<file path="config.mk">
export PLATFORM = sky130hd
export DESIGN_NAME = alu32_seq
export DESIGN_NICKNAME = d
export VERILOG_FILES = /design/src/rtl/alu32_seq.sv
export SDC_FILE = /design/constraint.sdc
export NUM_CORES = 1
export LEC_CHECK = 0
export BUFFER_PORTS_ARGS = -buffer_cell sky130_fd_sc_hd__clkbuf_2
export CAP_MARGIN = 0
export CORE_MARGIN = 5
export CORE_UTILIZATION = 37
export CTS_CLUSTER_DIAMETER = 120
export DETAILED_ROUTE_END_ITERATION = 7
export GPL_TIMING_DRIVEN = 1
export HOLD_SLACK_MARGIN = 0.12
export PLACE_DENSITY = 0.59
export RECOVER_POWER = 50
export SLEW_MARGIN = 20
export SYNTH_ARGS = -nofsm -noshare
export SYNTH_HDL_FRONTEND = slang
export SYNTH_SLANG_ARGS = --single-unit
</file>
<file path="constraint.sdc">
create_clock -name clk -period 7.9 [get_ports clk]
set_input_delay 0.395 -clock clk [delete_from_list [all_inputs] [get_ports clk]]
set_output_delay 0.395 -clock clk [all_outputs]
set_load 0.02 [all_outputs]
</file>
<file path="src/rtl/alu32_seq.sv">
// Sequenced 32-bit ALU: bitwise/add/sub finish in one cycle, shifts iterate one bit
// per cycle; the registered result and flags are held under a valid/ready output.
module alu32_seq #(
   parameter int WIDTH   = 32,
   parameter int SHAMT_W = 5
) (
   input  logic               clk,
   input  logic               rst_n,
   input  logic               in_valid,
   output logic               in_ready,
   input  logic [2:0]         op,
   input  logic [WIDTH-1:0]   a,
   input  logic [WIDTH-1:0]   b,
   output logic               out_valid,
   input  logic               out_ready,
   output logic [WIDTH-1:0]   result,
   output logic               zero,
   output logic               carry,
   output logic               ovf,
   output logic [1:0]         dbg_state_o
);

   // Handshakes: a transfer happens on a rising edge where valid && ready are both
   // high; valid never waits on ready, and payload is sampled only on that edge.

   typedef enum logic [1:0] {IDLE = 2'd0, SHIFT = 2'd1, DONE = 2'd2} state_t;

   localparam logic [2:0] OP_AND = 3'b000;
   localparam logic [2:0] OP_OR  = 3'b001;
   localparam logic [2:0] OP_XOR = 3'b010;
   localparam logic [2:0] OP_ADD = 3'b011;
   localparam logic [2:0] OP_SUB = 3'b100;

   state_t               state_q, state_d;
   logic [WIDTH-1:0]     result_q, result_d;
   logic                 zero_q, zero_d;
   logic                 carry_q, carry_d;
   logic                 ovf_q, ovf_d;
   logic [WIDTH-1:0]     work_q, work_d;
   logic [SHAMT_W-1:0]   cnt_q, cnt_d;
   logic [1:0]           sop_q, sop_d;

   logic [WIDTH-1:0]     b_eff;
   logic [WIDTH:0]       sum;
   logic                 add_ovf;
   logic [WIDTH-1:0]     work_shifted;
   logic [SHAMT_W-1:0]   shamt;

   // SUB is a + ~b + 1, so bit WIDTH of the sum is the no-borrow flag.
   always_comb begin
      b_eff   = (op == OP_SUB) ? ~b : b;
      sum     = {1'b0, a} + {1'b0, b_eff} + {{WIDTH{1'b0}}, (op == OP_SUB)};
      add_ovf = (a[WIDTH-1] == b_eff[WIDTH-1]) && (sum[WIDTH-1] != a[WIDTH-1]);
      shamt   = b[SHAMT_W-1:0];
   end

   // sop_q holds op[1:0] of the shift: 01 SLL, 10 SRL, 11 SRA.
   always_comb begin
      case (sop_q)
         2'b01:   work_shifted = {work_q[WIDTH-2:0], 1'b0};
         2'b10:   work_shifted = {1'b0, work_q[WIDTH-1:1]};
         default: work_shifted = {work_q[WIDTH-1], work_q[WIDTH-1:1]};
      endcase
   end

   always_comb begin
      state_d  = state_q;
      result_d = result_q;
      zero_d   = zero_q;
      carry_d  = carry_q;
      ovf_d    = ovf_q;
      work_d   = work_q;
      cnt_d    = cnt_q;
      sop_d    = sop_q;
      case (state_q)
         IDLE: begin
            if (in_valid) begin
               carry_d = 1'b0;
               ovf_d   = 1'b0;
               state_d = DONE;
               case (op)
                  OP_AND: result_d = a & b;
                  OP_OR:  result_d = a | b;
                  OP_XOR: result_d = a ^ b;
                  OP_ADD, OP_SUB: begin
                     result_d = sum[WIDTH-1:0];
                     carry_d  = sum[WIDTH];
                     ovf_d    = add_ovf;
                  end
                  default: begin
                     result_d = a;
                     if (shamt != '0) begin
                        result_d = result_q;
                        work_d   = a;
                        cnt_d    = shamt;
                        sop_d    = op[1:0];
                        carry_d  = carry_q;
                        ovf_d    = ovf_q;
                        state_d  = SHIFT;
                     end
                  end
               endcase
               zero_d = (state_d == DONE) ? (result_d == '0) : zero_q;
            end
         end
         SHIFT: begin
            work_d = work_shifted;
            cnt_d  = cnt_q - SHAMT_W'(1);
            if (cnt_q == SHAMT_W'(1)) begin
               result_d = work_shifted;
               zero_d   = (work_shifted == '0);
               carry_d  = 1'b0;
               ovf_d    = 1'b0;
               state_d  = DONE;
            end
         end
         DONE: begin
            if (out_ready) state_d = IDLE;
         end
         default: state_d = IDLE;
      endcase
   end

   always_ff @(posedge clk) begin
      if (!rst_n) begin
         state_q  <= IDLE;
         result_q <= '0;
         zero_q   <= 1'b0;
         carry_q  <= 1'b0;
         ovf_q    <= 1'b0;
         work_q   <= '0;
         cnt_q    <= '0;
         sop_q    <= 2'b00;
      end else begin
         state_q  <= state_d;
         result_q <= result_d;
         zero_q   <= zero_d;
         carry_q  <= carry_d;
         ovf_q    <= ovf_d;
         work_q   <= work_d;
         cnt_q    <= cnt_d;
         sop_q    <= sop_d;
      end
   end

   assign in_ready    = (state_q == IDLE) && rst_n;
   assign out_valid   = (state_q == DONE);
   assign result      = result_q;
   assign zero        = zero_q;
   assign carry       = carry_q;
   assign ovf         = ovf_q;
   assign dbg_state_o = state_q;

endmodule
</file>
Word level (Yosys, flattened, before mapping)

Cells that the tools add are included.
W data, S select, Z words.

Multiply operators: 0
Mux-type cells: 37
Eq/ne operators: 19
Bitwise operators: 5
Div/mod/pow operators: 0
Reductions and logical operators: 17
$add $sub $neg: 3
Magnitude comparators: 0
Shifts and indexed selects: 0

Operator list:

| kind                 | number |
|---|---|
| $mux W32             | 9 |
| $pmux W32 S2         | 3 |
| $pmux W32 S4         | 1 |
| $logic_not A32 Y1    | 2 |
| $add A32 B32 Y33     | 1 |
| $add A33 B1 Y33      | 1 |
| $and A32 B32 Y32     | 1 |
| $not A32 Y32         | 1 |
| $or A32 B32 Y32      | 1 |
| $xor A32 B32 Y32     | 1 |
| $reduce_and A4 Y1    | 4 |
| $mux W5              | 3 |
| $mux W2              | 7 |
| $ne A2 B2 Y1 const B | 5 |
| $pmux W1 S2          | 5 |
| $pmux W5 S2          | 1 |
| $mux W1              | 7 |
| $eq A2 B2 Y1 const B | 3 |
| $eq A3 B2 Y1 const B | 2 |
| $pmux W2 S3          | 1 |
| $reduce_and A3 Y1    | 2 |
| $eq A5 B1 Y1 const B | 1 |
| $reduce_bool A5 Y1   | 1 |
| $reduce_or A5 Y1     | 1 |
| 15 further kinds     | 17 |

Logic and storage cells: 89
Bits in latches: 0
Output and inout bits: 39
Memory bits (read-only): 0
Memories: 0
Bits in writable memories: 0
Register bits after elaboration: 76

Longest topological paths before layout

Depth in word-level cells: 11
Mapped depth: 17
Depth with buffers taken out: 14

Worst setup path after synthesis

No wires, ideal clock.

Kind: in2reg
Start: input port op[1]
End: register zero_q (netlist: zero)
Path buffers: 3
Slack: 3.837 ns
Arrival: 3.978 ns
Setup time: 0.084 ns
Required time: 7.816 ns
Cell stages on the path: 16
Cell sequence: buf_6 -> nor3b_1 -> clkbuf_1 -> buf_1 -> xnor2_1 -> ha_1 -> a21oi_1 -> a21oi_2 -> nor4b_4 -> nor4_1 -> or3b_1 -> a2111oi_0 -> nand4bb_1 -> nor4_1 -> nand4_1 -> o31ai_2

Longest elaborated chain between the ends: 11
Elaborated cells between the ends (all ways): 23

Ends and longest elaborated chain:

| item                   | RTL line   | source |
|---|---|---|
| start: declaration     | 11         | `input logic [2:0] op,` |
| $eq A3 B3 Y1           | 51, 52, 81 |  |
| $mux W32               | 51         | `b_eff = (op == OP_SUB) ? ~b : b;` |
| $add A32 B32 Y33       | 52         | `sum = {1'b0, a} + {1'b0, b_eff} + {{WIDTH{1'b0}}, (op == OP_SUB)};` |
| $add A33 B1 Y33        | 52         |  |
| $pmux W32 S4           | 81         | `case (op)` |
| $mux W32               | 77         | `if (in_valid) begin` |
| $mux W32               | 75         | `case (state_q)` |
| $logic_not A32 Y1      | 103        | `zero_d = (state_d == DONE) ? (result_d == '0) : zero_q;` |
| $mux W1                | 103        |  |
| $mux W1                | 77         |  |
| $pmux W1 S2            | 75         |  |
| end signal: assignment | 137        | `zero_q <= zero_d;` |
| end: declaration       | 36         | `logic zero_q, zero_d;` |

Several ways; a longest one is shown, not always the timed one. The select of a mux whose other input is x is not followed.
A chain may end at the register's enable or synchronous reset.

Worst setup path in the final report

Start: input port op[1]
End: register sop_q[1]

Longest elaborated chain between the ends: 4
Elaborated cells between the ends (all ways): 8

Ends and longest elaborated chain:

| item                                       | RTL line | source |
|---|---|---|
| $eq A3 B3 Y1, or another cell as far along | 81       |  |
| $reduce_or A5 Y1 (no source line)          | n/a      |  |
| $not A1 Y1 (no source line)                | n/a      |  |
| $reduce_and A4 Y1 (no source line)         | n/a      |  |
| end signal: assignment                     | 142      | `sop_q <= sop_d;` |
| end: declaration                           | 41       | `logic [1:0] sop_q, sop_d;` |

Several ways; a longest one is shown, not always the timed one.

==> flow_metrics.tcl <==
set metrics [dict create \
    dr.pass1.iters 7 \
    ant_nets 0 \
    fp.dieW_um 165 \
    overflow 0 \
    violations "capacitance limit, slew limit" \
    relSlewSlack_pct -60.9 \
    pre_cts_ws_ns 2.91 \
    synth-edff-count 0 \
    synthesis.area_sq_um 8870 \
    io_buffers 109 \
    worstReg2RegStart "dbg_state_o[1]$_SDFFE_PN0P_" \
    vdd_drop_max_uv 102 \
    die_h_um 165 \
    cp_max_fo 44 \
    viasPerCell 5.92 \
    power.leakage_nw 4.04 \
    fin_crit_ns 5.82 \
    hold_depth 3 \
    rsz0062_at_grt "false" \
    cts_sinks 76 \
    row_count 56 \
    path_class "primary input to flip-flop" \
    root_buffer "clkbuf_16" \
    grt_pass1_vias 8723 \
    synth_cell_types 81 \
    fillCellCount 2552 \
    async_reset_ff_share_pct 0 \
    synth_top_family_by_area "compound AO/OA/AOI/OAI gates" \
    regArea_sq_um 1520 \
    setup_viol 0 \
    hold_path_class "primary input to flip-flop" \
    p_per_area_nw_per_um2 155 \
    syn_avg_cell_area_sq_um 7.17 \
    design.die.area_sq_um 27200 \
    synthCells 1237 \
    clock_skew_ns 0.00982 \
    io_pins 110 \
    grt.total_usage_pct 24.3 \
    r2r_end "cnt_q[2]$_SDFFE_PN0P_" \
    period_share_pct 73.7 \
    vias 9484 \
    drc 0 \
    synth_xor_area_share_pct 4.64 \
    cap_violations 3 \
    arrival_ns 6.09 \
    synth_top_area_share_pct 17.2 \
    synth_simple_gate_area_share_pct 22.9 \
    holdBufCountCts 0 \
    cts_tree "yes" \
    dpl.hpwl_um 25900 \
    fmax_ghz 0.172 \
    place_congestion 0.962 \
    final_layout_size_suffix_gt1_share_pct 9.89 \
    end_kind "flip-flop" \
    synthTopCellsByArea "dfxtp_1 (17%), ha_1 (15%), nand2_1 (7.3%)" \
    regToRegSetupSlack_ns 4.57 \
    finalNetCount 1459 \
    synth_seq_cells 76 \
    wire_per_inst_um 21.2 \
    syn_to_final_growth_pct 10.0 \
    synth_seq_area_share_pct 17.2 \
    cts_htree_levels 3 \
    synth_fa_ha_area_share_pct 15.3 \
    synthMuxAreaShare_pct 2.20 \
    antenna_found_initial 0 \
    synth_nets 1416 \
    hp-start "out_ready" \
    core_sq_um 23500 \
    synth_compound_area_share_pct 30.1 \
    antennaDiodeCount 0 \
    cts_resized 0 \
    numCtsBuffers 9 \
    ys_warn_count 0 \
    min_to "dbg_state_o[1]$_SDFFE_PN0P_" \
    multiInputGateArea_sq_um 6690 \
    tns_ns 0 \
    first_iter_violations 1123 \
    grt_max_degree 62 \
    synth-main-ff-cell "dfxtp_1" \
    clk_pin_slew_ns 0.06 \
    worstMarginPinSlew_ns 2.41 \
    initial_core_util_pct 37.7 \
    status "complete, but fails checks" \
    yosysTopAreaCell "dfxtp_1" \
    cts_max_path_buffers 2 \
    reg2reg_depth 4 \
    slew_viol_final 97 \
    routed_wl_um 34000 \
    hold_violations 0 \
    required_ns 8.16 \
    setup_slack_ns 2.08 \
    post_cts_buffers 0 \
    clk-insertion-delay-late_ns 0.35 \
    critPathLaunchType "primary input" \
    grt_pass1_wl_um 51200 \
]
-- synthesized netlist by cell type, types with 21 or more instances --
| library cell | instances |
|---|---|
| nand2_1 | 173 |
| nor3_1 | 25 |
| dfxtp_1 | 76 |
| clkbuf_1 | 62 |
| xnor2_1 | 40 |
| nor2_1 | 100 |
| a22oi_1 | 31 |
| a21oi_1 | 110 |
| ha_1 | 107 |
| o211ai_1 | 30 |
| o21ai_0 | 40 |
| nand4_1 | 21 |
| inv_1 | 76 |
| a31oi_1 | 27 |
-- metrics by stage --
step,util [%],instances,hold slack (ns),power (mW),area (sq um)
after floorplan,-,1237,0.459,0.920,8870
after global placement,40.6,1588,0.467,1.13,9550
after detailed placement,40.6,1588,0.472,1.13,9550
after CTS,41.7,1603,0.328,1.51,9820
after global routing,41.5,1603,0.362,1.60,9760
final,41.5,1603,0.337,1.52,9760
-- cells in the final DEF (no fill, tap or decap), types with 9 or more instances in the layout --
cell,synthesis,final
o211ai_1,30,30
clkbuf_16,0,9
nand2_1,173,173
a21o_1,17,17
a31oi_1,27,27
a211o_1,11,11
mux2i_1,15,15
clkbuf_2,0,70
a22oi_1,31,31
nor2_1,100,99
nand4_1,21,21
dfxtp_1,76,76
a211oi_1,20,20
o22ai_1,13,13
a311oi_1,14,14
and2_1,14,14
xnor2_1,40,40
clkbuf_1,62,42
or3_1,9,9
nor3_1,25,25
buf_4,2,12
ha_1,107,107
a221oi_1,14,14
inv_1,76,75
o21ai_0,40,41
nand3_1,19,19
a21oi_1,110,110
-- registers in the layout (all words and copies together) (netlist names) --
name         count
result          32
work_q          32
cnt_q            5
dbg_state_o      2
sop_q            2
carry            1
ovf              1
zero             1
-- critical path, stage by stage --
cell	delay, ns
clkbuf_2	0.49
clkbuf_1	1.68
o21a_1	0.57
clkbuf_1	0.55
nand3_1	0.24
or2_0	1.10
nor2_1	0.71
nand2_1	0.12
a21oi_1	0.20
-- power by group --
part	switching (mW)	leakage [nW]	internal [mW]
logic	0.430	3.29	0.241
registers	0.0403	0.623	0.420
clock network	0.166	0.131	0.219
-- cell type report --
type	count	area share, %
Clock buffer	11	2.49
Inverter	77	2.96
Clock inverter	4	0.269
Tap cell	319	4.09
Sequential cell	76	15.6
Timing Repair Buffer	123	6.09
Multi-Input combinational cell	993	68.5
-- worst max-delay path by stage --
stage	from	end	cells after the start
final	op[1]	sop_q[1]$_SDFFE_PN0P_	9
after global placement	op[2]	zero$_SDFFE_PN0P_	16
after global routing	op[1]	sop_q[1]$_SDFFE_PN0P_	9
after detailed placement	op[2]	zero$_SDFFE_PN0P_	16
after CTS	op[2]	zero$_SDFFE_PN0P_	16
after floorplan	op[1]	zero$_SDFFE_PN0P_	16
-- per-layer routing --
layer  up-vias  GRT usage [%]  share of wire, %
met5         -              0                 0
met4         0           4.23               1.1
met3        24           3.42               7.8
met2       386           37.1                43
met1      4513           36.5                48
li1       4561              -                 -
-- cells by family (layout without fill, tap and decap cells) --
| group | Yosys count | after routing |
|---|---|---|
| DFF | 76 | 76 |
| buffers and inverters | 168 | 215 |
| AOI/OAI and AO/OA | 394 | 394 |
| and+or+nand+nor | 425 | 425 |
| xor gates and xnor gates | 47 | 47 |
| muxes | 19 | 19 |
| adders and majority gates | 108 | 108 |
No activity file was read; power rests on OpenSTA's default activity.
